===== src/rtl/led_pattern_sequencer_pkg.sv =====
// Purpose : shared state encoding and default widths for the LED pattern sequencer.
// Latency : n/a (types and constants only).
// Backpressure: n/a.
package led_pattern_sequencer_pkg;

  localparam int LPS_ADDR_W = 5;   // pattern memory address width
  localparam int LPS_DATA_W = 5;   // pattern word / LED width
  localparam int LPS_HOLD_W = 16;  // hold-count width
  localparam int LPS_DEPTH  = 21;  // number of valid pattern words

  typedef enum logic [2:0] {
    ST_IDLE  = 3'd0,
    ST_FETCH = 3'd1,
    ST_WAIT  = 3'd2,
    ST_HOLD  = 3'd3,
    ST_DONE  = 3'd4
  } seq_state_t;

endpackage


===== src/rtl/led_pattern_sequencer_if.sv =====
// Purpose : shared single-port pattern BRAM bus plus the loader write port.
// Latency : mem_rdata valid one cycle after mem_rd_en; wr_ack is same-cycle.
// Backpressure: loader holds wr_req until wr_ack; playback reads win the port.
// Ports   : mem_addr/mem_rd_en/mem_we/mem_wdata/mem_rdata (BRAM side),
//           wr_req/wr_addr/wr_data/wr_ack (loader side).
interface led_pattern_sequencer_if
  import led_pattern_sequencer_pkg::*;
#(
  parameter int ADDR_W = LPS_ADDR_W,
  parameter int DATA_W = LPS_DATA_W
);

  logic [ADDR_W-1:0] mem_addr;
  logic              mem_rd_en;
  logic              mem_we;
  logic [DATA_W-1:0] mem_wdata;
  logic [DATA_W-1:0] mem_rdata;
  logic              wr_req;
  logic [ADDR_W-1:0] wr_addr;
  logic [DATA_W-1:0] wr_data;
  logic              wr_ack;

  // Sequencer side: owns the BRAM port and grants loader writes.
  modport master (
    output mem_addr, mem_rd_en, mem_we, mem_wdata, wr_ack,
    input  mem_rdata, wr_req, wr_addr, wr_data
  );

  // BRAM / loader side.
  modport slave (
    input  mem_addr, mem_rd_en, mem_we, mem_wdata, wr_ack,
    output mem_rdata, wr_req, wr_addr, wr_data
  );

endinterface


===== src/rtl/led_hold_timer.sv =====
// Purpose : loadable down-counter timing how long each pattern stays on the LEDs.
// Latency : load takes effect next edge; zero_o is registered-state derived.
// Backpressure: en_i low (pause) freezes the count; stops at zero.
// Ports   : clk, rst, load_i/load_val_i (load max(val,1)-1), en_i, zero_o.
module led_hold_timer
  import led_pattern_sequencer_pkg::*;
#(
  parameter int HOLD_W = LPS_HOLD_W
) (
  input  logic              clk,
  input  logic              rst,
  input  logic              load_i,
  input  logic [HOLD_W-1:0] load_val_i,
  input  logic              en_i,
  output logic              zero_o
);

  logic [HOLD_W-1:0] cnt_q, cnt_d;

  // A hold of 0 is treated as 1 so every step shows for at least one tick.
  always_comb begin
    cnt_d = cnt_q;
    if (load_i) begin
      cnt_d = (load_val_i == '0) ? '0 : load_val_i - HOLD_W'(1);
    end else if (en_i && (cnt_q != '0)) begin
      cnt_d = cnt_q - HOLD_W'(1);
    end
  end

  always_ff @(posedge clk or posedge rst) begin
    if (rst) begin
      cnt_q <= '0;
    end else begin
      cnt_q <= cnt_d;
    end
  end

  assign zero_o = (cnt_q == '0);

endmodule


===== src/rtl/led_pattern_sequencer.sv =====
// Purpose : plays an LED animation from pattern BRAM, holding each word a set number of ticks.
// Latency : led updates 3 cycles after start; step period = max(hold_cycles,1)+2.
// Backpressure: pause freezes the hold count; loader writes wait one cycle behind a fetch.
// Ports   : clk, rst; start_i/stop_i/pause_i/loop_en_i/last_addr_i/hold_cycles_i control;
//           bus (BRAM + loader, master side); led_o, busy_o, done_o, step_addr_o status.
module led_pattern_sequencer
  import led_pattern_sequencer_pkg::*;
#(
  parameter int ADDR_W = LPS_ADDR_W,
  parameter int DATA_W = LPS_DATA_W,
  parameter int DEPTH  = LPS_DEPTH,
  parameter int HOLD_W = LPS_HOLD_W
) (
  input  logic                    clk,
  input  logic                    rst,
  input  logic                    start_i,
  input  logic                    stop_i,
  input  logic                    pause_i,
  input  logic                    loop_en_i,
  input  logic [ADDR_W-1:0]       last_addr_i,
  input  logic [HOLD_W-1:0]       hold_cycles_i,
  led_pattern_sequencer_if.master bus,
  output logic [DATA_W-1:0]       led_o,
  output logic                    busy_o,
  output logic                    done_o,
  output logic [ADDR_W-1:0]       step_addr_o
);

  localparam logic [ADDR_W-1:0] MAX_ADDR = ADDR_W'(DEPTH - 1);

  seq_state_t        state_q, state_d;
  logic [ADDR_W-1:0] ptr_q, ptr_d;
  logic [ADDR_W-1:0] last_q, last_d;
  logic [DATA_W-1:0] led_q, led_d;
  logic [ADDR_W-1:0] step_q, step_d;
  logic              timer_load;
  logic              timer_zero;

  led_hold_timer #(
    .HOLD_W(HOLD_W)
  ) u_timer (
    .clk       (clk),
    .rst       (rst),
    .load_i    (timer_load),
    .load_val_i(hold_cycles_i),
    .en_i      ((state_q == ST_HOLD) && !pause_i),
    .zero_o    (timer_zero)
  );

  always_comb begin
    state_d    = state_q;
    ptr_d      = ptr_q;
    last_d     = last_q;
    led_d      = led_q;
    step_d     = step_q;
    timer_load = 1'b0;

    unique case (state_q)
      ST_IDLE: begin
        if (start_i && !stop_i) begin
          state_d = ST_FETCH;
          ptr_d   = '0;
          // Clamp so the pointer can never walk past the valid words.
          last_d  = (last_addr_i > MAX_ADDR) ? MAX_ADDR : last_addr_i;
        end
      end
      ST_FETCH: begin
        state_d = ST_WAIT;
      end
      ST_WAIT: begin
        led_d      = bus.mem_rdata;
        step_d     = ptr_q;
        timer_load = 1'b1;
        state_d    = ST_HOLD;
      end
      ST_HOLD: begin
        if (timer_zero && !pause_i) begin
          if (ptr_q == last_q) begin
            if (loop_en_i) begin
              ptr_d   = '0;
              state_d = ST_FETCH;
            end else begin
              state_d = ST_DONE;
            end
          end else begin
            ptr_d   = ptr_q + ADDR_W'(1);
            state_d = ST_FETCH;
          end
        end
      end
      ST_DONE: begin
        state_d = ST_IDLE;
      end
      default: begin
        state_d = ST_IDLE;
      end
    endcase

    // Abort overrides everything: the shown pattern stays, no done pulse.
    if (stop_i && (state_q != ST_IDLE)) begin
      state_d = ST_IDLE;
      ptr_d   = '0;
      led_d   = led_q;
      step_d  = step_q;
    end
  end

  always_ff @(posedge clk or posedge rst) begin
    if (rst) begin
      state_q <= ST_IDLE;
      ptr_q   <= '0;
      last_q  <= '0;
      led_q   <= '0;
      step_q  <= '0;
    end else begin
      state_q <= state_d;
      ptr_q   <= ptr_d;
      last_q  <= last_d;
      led_q   <= led_d;
      step_q  <= step_d;
    end
  end

  // The playback read owns the port only in FETCH; every other cycle is free
  // for the loader, so a pending write waits at most one cycle.
  assign bus.wr_ack    = bus.wr_req && (state_q != ST_FETCH) && !rst;
  assign bus.mem_we    = bus.wr_ack;
  assign bus.mem_rd_en = (state_q == ST_FETCH);
  assign bus.mem_addr  = bus.wr_ack ? bus.wr_addr : ptr_q;
  assign bus.mem_wdata = bus.wr_data;

  assign led_o       = led_q;
  assign step_addr_o = step_q;
  assign busy_o      = (state_q != ST_IDLE);
  assign done_o      = (state_q == ST_DONE);

endmodule


===== src/flat_wrapper.sv =====
// flat-port wrapper written by rule: the top's interface ports become plain ports
module led_pattern_sequencer_flat import led_pattern_sequencer_pkg::*;
#(
  parameter int ADDR_W = LPS_ADDR_W,
  parameter int DATA_W = LPS_DATA_W,
  parameter int DEPTH  = LPS_DEPTH,
  parameter int HOLD_W = LPS_HOLD_W
)
  (clk, rst, start_i, stop_i, pause_i, loop_en_i, last_addr_i, hold_cycles_i, led_o, busy_o, done_o, step_addr_o, bus_mem_addr, bus_mem_rd_en, bus_mem_we, bus_mem_wdata, bus_wr_ack, bus_mem_rdata, bus_wr_req, bus_wr_addr, bus_wr_data);
  led_pattern_sequencer_if #(.ADDR_W(ADDR_W), .DATA_W(DATA_W)) bus_i ();
  input  logic clk;
  input  logic rst;
  input  logic start_i;
  input  logic stop_i;
  input  logic pause_i;
  input  logic loop_en_i;
  input  logic [ADDR_W-1:0] last_addr_i;
  input  logic [HOLD_W-1:0] hold_cycles_i;
  output logic [DATA_W-1:0] led_o;
  output logic busy_o;
  output logic done_o;
  output logic [ADDR_W-1:0] step_addr_o;
  output wire logic [$bits(bus_i.mem_addr)-1:0] bus_mem_addr;
  output wire logic [$bits(bus_i.mem_rd_en)-1:0] bus_mem_rd_en;
  output wire logic [$bits(bus_i.mem_we)-1:0] bus_mem_we;
  output wire logic [$bits(bus_i.mem_wdata)-1:0] bus_mem_wdata;
  output wire logic [$bits(bus_i.wr_ack)-1:0] bus_wr_ack;
  input wire logic [$bits(bus_i.mem_rdata)-1:0] bus_mem_rdata;
  input wire logic [$bits(bus_i.wr_req)-1:0] bus_wr_req;
  input wire logic [$bits(bus_i.wr_addr)-1:0] bus_wr_addr;
  input wire logic [$bits(bus_i.wr_data)-1:0] bus_wr_data;
  assign bus_mem_addr = bus_i.mem_addr;
  assign bus_mem_rd_en = bus_i.mem_rd_en;
  assign bus_mem_we = bus_i.mem_we;
  assign bus_mem_wdata = bus_i.mem_wdata;
  assign bus_wr_ack = bus_i.wr_ack;
  assign bus_i.mem_rdata = bus_mem_rdata;
  assign bus_i.wr_req = bus_wr_req;
  assign bus_i.wr_addr = bus_wr_addr;
  assign bus_i.wr_data = bus_wr_data;
  led_pattern_sequencer #(.ADDR_W(ADDR_W), .DATA_W(DATA_W), .DEPTH(DEPTH), .HOLD_W(HOLD_W)) u_core (.clk(clk), .rst(rst), .start_i(start_i), .stop_i(stop_i), .pause_i(pause_i), .loop_en_i(loop_en_i), .last_addr_i(last_addr_i), .hold_cycles_i(hold_cycles_i), .bus(bus_i), .led_o(led_o), .busy_o(busy_o), .done_o(done_o), .step_addr_o(step_addr_o));
endmodule

===== config.mk =====
export PLATFORM = sky130hd
export DESIGN_NAME = led_pattern_sequencer_flat
export DESIGN_NICKNAME = d
export VERILOG_FILES = /design/src/rtl/led_pattern_sequencer_pkg.sv /design/src/rtl/led_pattern_sequencer_if.sv /design/src/rtl/led_hold_timer.sv /design/src/rtl/led_pattern_sequencer.sv /design/src/flat_wrapper.sv
export SDC_FILE = /design/constraint.sdc
export NUM_CORES = 1
export LEC_CHECK = 0
export CORE_ASPECT_RATIO = 0.75
export CORE_MARGIN = 2
export CORE_UTILIZATION = 44
export CTS_CLUSTER_SIZE = 10
export DETAILED_ROUTE_END_ITERATION = 7
export GPL_TIMING_DRIVEN = 0
export PLACE_DENSITY_LB_ADDON = 0.25
export RECOVER_POWER = 50
export SLEW_MARGIN = 15
export SYNTH_ARGS = -nofsm -noshare
export SYNTH_HDL_FRONTEND = slang
export SYNTH_SLANG_ARGS = --single-unit

===== constraint.sdc =====
create_clock -name clk -period 2.26 [get_ports clk]
set_clock_uncertainty 0.1 [all_clocks]
set_input_delay 0.452 -clock clk [delete_from_list [all_inputs] [get_ports clk]]
set_output_delay 0.452 -clock clk [all_outputs]
set_load 0.05 [all_outputs]

==> metrics.txt, run 1 <==
Worst Path Max Fanout=5; Via density=roughly 5.8; H-tree levels=2; top area cells in the synthesized netlist=dfrtp_1 39%, mux2_2 7.2%, nor2_1 4.8%; post-layout util=68.29%; synth unique cells=50; Yosys top cell by area=dfrtp_1; cts bufs inserted=5; initial antenna violation count=0; Pleak=roughly 1.6 nW; vias in the first global route=about 2.4k; top cell type's share of synthesized area=38.90%; via count=2533; antenna viol nets, final=0; commonest cells after routing, fill and taps aside=45 x clkdlybuf4s50_1, 37 x dfrtp_1, 29 x nor2_1, 18 x buf_4, 13 x xnor2_1; CTS tree=done; min Tclk post-route=2.451 ns; CTS Hold Bufs=0; fillcell total=451; mean post-synth cell area=9.291 um^2; dpl hpwl=5013 um; worst r2r src=u_core.u_timer.cnt_q[7]; global-route wire length before repair=around 12000 um; Yosys warning count=0; Max Buffers Root-to-Sink=2; Mapped Nets=around 320; Mapped Area=0.002509 mm^2; design area=0.003695 mm^2; DRC violations left=0; WP data required=2.35 ns; asr flop ratio synth=100.0%; fmax=between 0.4 and 0.5 GHz; die width=91.19 um; Placed Area=0.003321 mm^2; Die ar.=0.006328 mm^2; I/O pin total=68; Rows=23; Routed wire per std cell=16.64 um; Placed Cells=408; startpoint types=primary input; GRT Overall Usage=23.46%; CP endpoint kind=flop; CTS clk-pin slew, worst paths=0.08 ns; failing checks=setup timing; Antenna Diode Count=0; Layout area overhead=47.28%; Synth Instances=270; Die Span Y=69.39 um; Pwr per Cell Area=710.3 mW/mm^2; Rel. slew slack=55.46%; number of synthesized register bits=39; Core Region=0.005410 mm^2; Data arrival, critical path=roughly 2.5 ns; Peak VDD IR=0.0004857 V; final period utilization=108.5%; Final setup viols=31; Hold Worst Slack=0.2842 ns; commonest non-fill, non-tap cell in the layout=clkdlybuf4s50_1; max-slew violations=0; status=finished with violations; Fin. Hold Viols=0; nets@finish=around 400; sequential fraction of the synthesis area=between 30% and 40%; Worst-Skew Late Latency=0.30 ns; # Max-Cap Violations=0; R2R setup slack=-0.05 ns; layout cell share with drive strength beyond 1=29.33%; Worst-Margin Slew=0.6682 ns; Worst Path Class, Setup=primary input to flop; number of synthesized flops with an enable pin=0; Initial Utilization=46.37%; GP Congestion=0.9133; total grt overflow=0; largest net degree at the start of global routing=26; final wirelength=7205 um; 1st-pass router iterations=5; Top FF cell, synth=dfrtp_1; DR iter-0 viols=117; RSZ-0062 raised after global routing=true; Final Non-Filler Cells=approximately 430; worst r2r path cells=5; Clock Sinks=39; hold crit path type=primary input to asynchronous set/reset pin; CTS root buffer=clkbuf_8; Reg2Reg Capture Point=u_core.u_timer.cnt_q[13]; IO Port Bufs=62; setup ws final=-0.1914 ns
[area by class of cell]
type	count	area, um^2	share of cell area, %
sequential	39	978.4	26.48
inverter	11	41.29	1.118
clock inverter	3	15.01	0.4064
clock buffer	5	68.82	1.863
buffer	11	90.09	2.438
timing repair buffer	82	785.8	21.27
tap	75	93.84	2.540
multi-input combinational	207	1622	43.89
[worst max path at each step]
stage                                  from                        to  slack, ns  cells after the start
after CTS                  hold_cycles_i[9]   u_core.u_timer.cnt_q[7]      -0.22                      8
after global placement     hold_cycles_i[0]  u_core.u_timer.cnt_q[14]      -1.05                      9
after detailed placement   hold_cycles_i[0]  u_core.u_timer.cnt_q[14]      -1.10                      9
after floorplan           hold_cycles_i[10]   u_core.u_timer.cnt_q[7]      -0.39                      6
final                      hold_cycles_i[9]   u_core.u_timer.cnt_q[7]      -0.19                      8
after global routing       hold_cycles_i[9]   u_core.u_timer.cnt_q[7]      -0.24                      8
[through the flow]
stage / worst slack [ns] / power, mW / TNS (ns)
floorplan: -0.3903 / 1.667 / -5.242
global placement: -1.053 / 1.956 / -30.28
detailed placement: -1.097 / 2.000 / -25.61
CTS: -0.2150 / 2.547 / -2.754
global route: -0.2385 / 2.766 / -4.944
finish: -0.1914 / 2.624 / -2.590
[cell families after synthesis]
family | after synthesis | share of synthesized area [%]
AOI/OAI and AO/OA | 59 | 17.06
xor gates and xnor gates | 19 | 6.633
adders and majority gates | 4 | 1.995
buffers and inverters | 24 | 4.638
DFF | 39 | 38.90
muxes | 17 | 7.581
and+or+nand+nor | 108 | 23.19
[cells in the mapped netlist, drive strengths merged, types with 3 or more instances]
| master | count |
|---|---|
| nand2b | 4 |
| dfrtp | 39 |
| o22ai | 3 |
| o21ai | 12 |
| clkbuf | 6 |
| mux2 | 16 |
| a221o | 3 |
| xnor2 | 13 |
| nor4 | 6 |
| nor3b | 7 |
| nand3b | 3 |
| buf | 7 |
| nor3 | 9 |
| and3 | 3 |
| or4 | 5 |
| inv | 11 |
| nand3 | 11 |
| or3 | 4 |
| o21a | 5 |
| nor2 | 33 |
| ha | 4 |
| xor2 | 6 |
| a31oi | 8 |
| o22a | 5 |
| nand2 | 12 |
| a21oi | 8 |
[power by group]
group          internal (mW)  total, mW  switching, mW
logic                  0.508       1.12          0.617
clock network          0.211      0.469          0.258
registers              0.845       1.03          0.185
[sequential cells by signal, summed over array words and instances (netlist names)]
| name | flops |
|---|---|
| u_core.u_timer.cnt_q | 16 |
| u_core.last_q | 5 |
| u_core.led_o | 5 |
| u_core.ptr_q | 5 |
| u_core.step_addr_o | 5 |
| u_core.state_q | 3 |
[repair_timing]
action | 4_1_cts | 5_1_grt
buffers inserted | 14 | 5
resized for setup | 96 | 20
gates cloned | 1 | 0
pin swaps | 18 | 8
setup endpoints to repair | 41 | 38
[layer usage]
metal | vias to the layer above | track usage (%) | part of all wire (%)
li1 | 1165 | - | -
met1 | 1218 | 32.85 | 44
met2 | 135 | 37.12 | 46
met3 | 15 | 5.435 | 8.6
met4 | 0 | 5.387 | 1.7
met5 | - | 0 | 0
[worst max-delay path, cell delays in order]
cell and delay (ns):
buf_6 0.09, or4_4 0.52, or4_4 0.45, o41ai_4 0.36
buf_6 0.19, nor2_4 0.04, or3_1 0.30, o221a_2 0.13
(Power assumes the default switching activity.)
==> inputs of run 2 (changes only) <==
--- a/config.mk
+++ b/config.mk
@@ -5,12 +5,15 @@
 export SDC_FILE = /design/constraint.sdc
 export NUM_CORES = 1
 export LEC_CHECK = 0
+export CELL_PAD_IN_SITES_DETAIL_PLACEMENT = 1
+export CELL_PAD_IN_SITES_GLOBAL_PLACEMENT = 2
 export CORE_ASPECT_RATIO = 0.75
 export CORE_MARGIN = 2
-export CORE_UTILIZATION = 44
+export CORE_UTILIZATION = 29
 export CTS_CLUSTER_SIZE = 10
 export DETAILED_ROUTE_END_ITERATION = 7
 export GPL_TIMING_DRIVEN = 0
+export MAX_ROUTING_LAYER = met4
 export PLACE_DENSITY_LB_ADDON = 0.25
 export RECOVER_POWER = 50
 export SLEW_MARGIN = 15
==> constraint.sdc (replaced) <==
create_clock -name clk -period 2.4 [get_ports clk]
set_clock_uncertainty 0.1 [all_clocks]
set_input_delay 0.48 -clock clk [delete_from_list [all_inputs] [get_ports clk]]
set_output_delay 0.48 -clock clk [all_outputs]
set_load 0.05 [all_outputs]
==> run 2 against run 1 <==
  * Highest routed layer unchanged
  * Clock power grew 40%
  * Largest power group unchanged
  * The flow still finishes with violations (setup timing)
  * Worst hold slack gained 0.050 ns
  * Routed wire length grew 0.71%
  * Largest cell class unchanged
  * First-iteration DRC count shrank 62%
==> metrics.txt, run 2 (synthesis results as in run 1) <==
status=finished with violations; failing checks=setup timing; DR iter-0 viols=45 (-62%); RSZ-0062 raised after global routing=true; via count=2361 (-6.8%); CTS clk-pin slew, worst paths=0.06 ns (-0.02 ns); fmax=~0.4 GHz; Crit path largest cell delay=0.53 ns (about the same); Fin. Hold Viols=0 (unchanged); layout cell share with drive strength beyond 1=26.20% (-3.1 points); Rows=29 (+26%); Die Span Y=84.55 um (+22%); Worst-Margin Slew=0.6957 ns (+0.02753 ns); CP Cell Sequence=buf_8 -> or4_4 -> or4_4 -> o41ai_4 -> buf_6 -> nor2_4 -> or3_1 -> o221a_2; fillcell total=976 (+120%); Via density=5.099 (-13%); M3 GR Usage=2.671% (-2.8 points); Worst Path Class, Setup=primary input to flop; initial antenna violation count=0 (unchanged); busiest layer in global routing=met2; CP endpoint kind=flop; routing usage on met1=24.09% (-8.8 points); CTS root buffer=clkbuf_16; 1st-pass router iterations=4 (-1); cts bufs inserted=5 (unchanged); vias in the first global route=2403 (-0.74%); total grt overflow=0 (unchanged); Total Power=2.606 mW (-0.69%); antenna viol nets, final=0 (unchanged); nets@finish=401 (-0.74%); dpl hpwl=5616 um (+12%); Largest Register=u_core.u_timer.cnt_q; commonest cells after routing, fill and taps aside=45 x clkdlybuf4s50_1, 39 x dfrtp_1, 29 x nor2_1, 19 x buf_4, 13 x xnor2_1; Core Region=0.008418 mm^2 (+56%); Max Buffers Root-to-Sink=2 (unchanged); M2 GR Usage=24.33% (-13 points); Data arrival, critical path=2.62 ns (+0.08 ns); Worst-Skew Late Latency=0.28 ns (-0.02 ns); die width=111.4 um (+22%); # Max-Cap Violations=0 (unchanged); design area=0.003715 mm^2 (+0.54%); WP data required=2.46 ns (+0.11 ns); startpoint types=primary input; H-tree levels=2 (unchanged); slowest CP cell=or4_4; final period utilization=106.6%; Clock Sinks=39 (unchanged); Setup TNS Final=-1.097 ns (+1.493 ns); setup ws final=-0.1587 ns (+0.03265 ns); CTS Hold Bufs=0 (unchanged); Placed Cells=441 (+8.1%); Most common cell on crit path=or4_4; global-route wire length before repair=12280 um (+3.4%); Pleak=1.580 nW (-0.13%); Crit path max-delay family=simple AND/OR/NAND/NOR gates; I/O pin total=68 (unchanged); Peak VDD IR=0.0004085 V (-16%); Initial Utilization=29.80% (-17 points); Antenna Diode Count=0 (unchanged); Worst Path Max Fanout=5 (unchanged); Final Non-Filler Cells=463 (+6.9%); Die ar.=0.009418 mm^2 (+49%); DRC violations left=0 (unchanged); Pwr per Cell Area=701.5 mW/mm^2 (-1.2%); min Tclk post-route=2.559 ns; CTS tree=done; worst path bufs/invs=2 (unchanged); hold crit path type=primary input to asynchronous set/reset pin; number of flip-flops in the largest register=16 (unchanged); Final setup viols=12 (-61%); Layout area overhead=48.08%; IO Port Bufs=62 (unchanged); commonest non-fill, non-tap cell in the layout=clkdlybuf4s50_1; largest net degree at the start of global routing=28 (+7.7%); max-slew violations=0 (unchanged); Hold Worst Slack=0.3342 ns (+0.05001 ns); Routed wire per std cell=15.67 um (-5.8%); final wirelength=7256 um (+0.71%); GRT Overall Usage=16.49% (-7.0 points); Placed Area=0.003358 mm^2 (+1.1%); GP Congestion=0.8480 (-7.1%); Rel. slew slack=53.62% (-1.8 points)
[run 2: cell type report]
type / count / area [um^2] / share of cell area [%]
clock buffers: 5 / 125.1 / 3.368
clock inverters: 3 / 20.02 / 0.5389
multi-input cells: 207 / 1579 / 42.51
inverters: 11 / 41.29 / 1.111
well taps: 108 / 135.1 / 3.638
flip-flops and latches: 39 / 975.9 / 26.27
repair buffers: 77 / 743.2 / 20.01
plain buffers: 13 / 95.09 / 2.560
[run 2: final timing paths]
check,start,cells after the start,slack [ns],end
min in group clk,u_core.led_o[0],1,0.41,u_core.led_o[0]
setup / recovery,hold_cycles_i[10],8,-0.16,u_core.u_timer.cnt_q[7]
setup reg to reg,u_core.state_q[1],5,0.10,u_core.led_o[3]
hold / removal,rst,2,0.33,u_core.u_timer.cnt_q[8]
hold reg to reg,u_core.led_o[0],1,0.41,u_core.led_o[0]
max in group asynchronous,rst,3,0.79,u_core.ptr_q[1]
[run 2: routing by layer]
metal  up-vias  share of wire [%]
met5         -                  0
met4         0               0.81
met3         7                3.3
met2        45                 43
met1      1159                 53
li1       1150                  -
[run 2: power breakdown]
part	leakage, nW	internal (mW)	switching, mW
combinational	1.01	0.450	0.548
clock	0.0658	0.383	0.273
sequential	0.500	0.796	0.157
[run 2: metrics by stage]
| step | setup slack (ns) | util (%) |
|---|---|---|
| 2_1_floorplan | -0.2783 | - |
| 3_3_place_gp | -1.054 | 39.66 |
| 3_5_place_dp | -1.130 | 39.89 |
| 4_1_cts | -0.1566 | 43.10 |
| 5_1_grt | -0.2040 | 44.13 |
| 6_report | -0.1587 | 44.13 |
[run 2: timing repair]
| action | CTS | global route |
|---|---|---|
| endpoints found under the setup margin | 40 | 36 |
| pin swaps | 8 | 8 |
| gates resized for setup | 76 | 22 |
| gates cloned | 1 | 0 |
| buffers inserted | 8 | 5 |
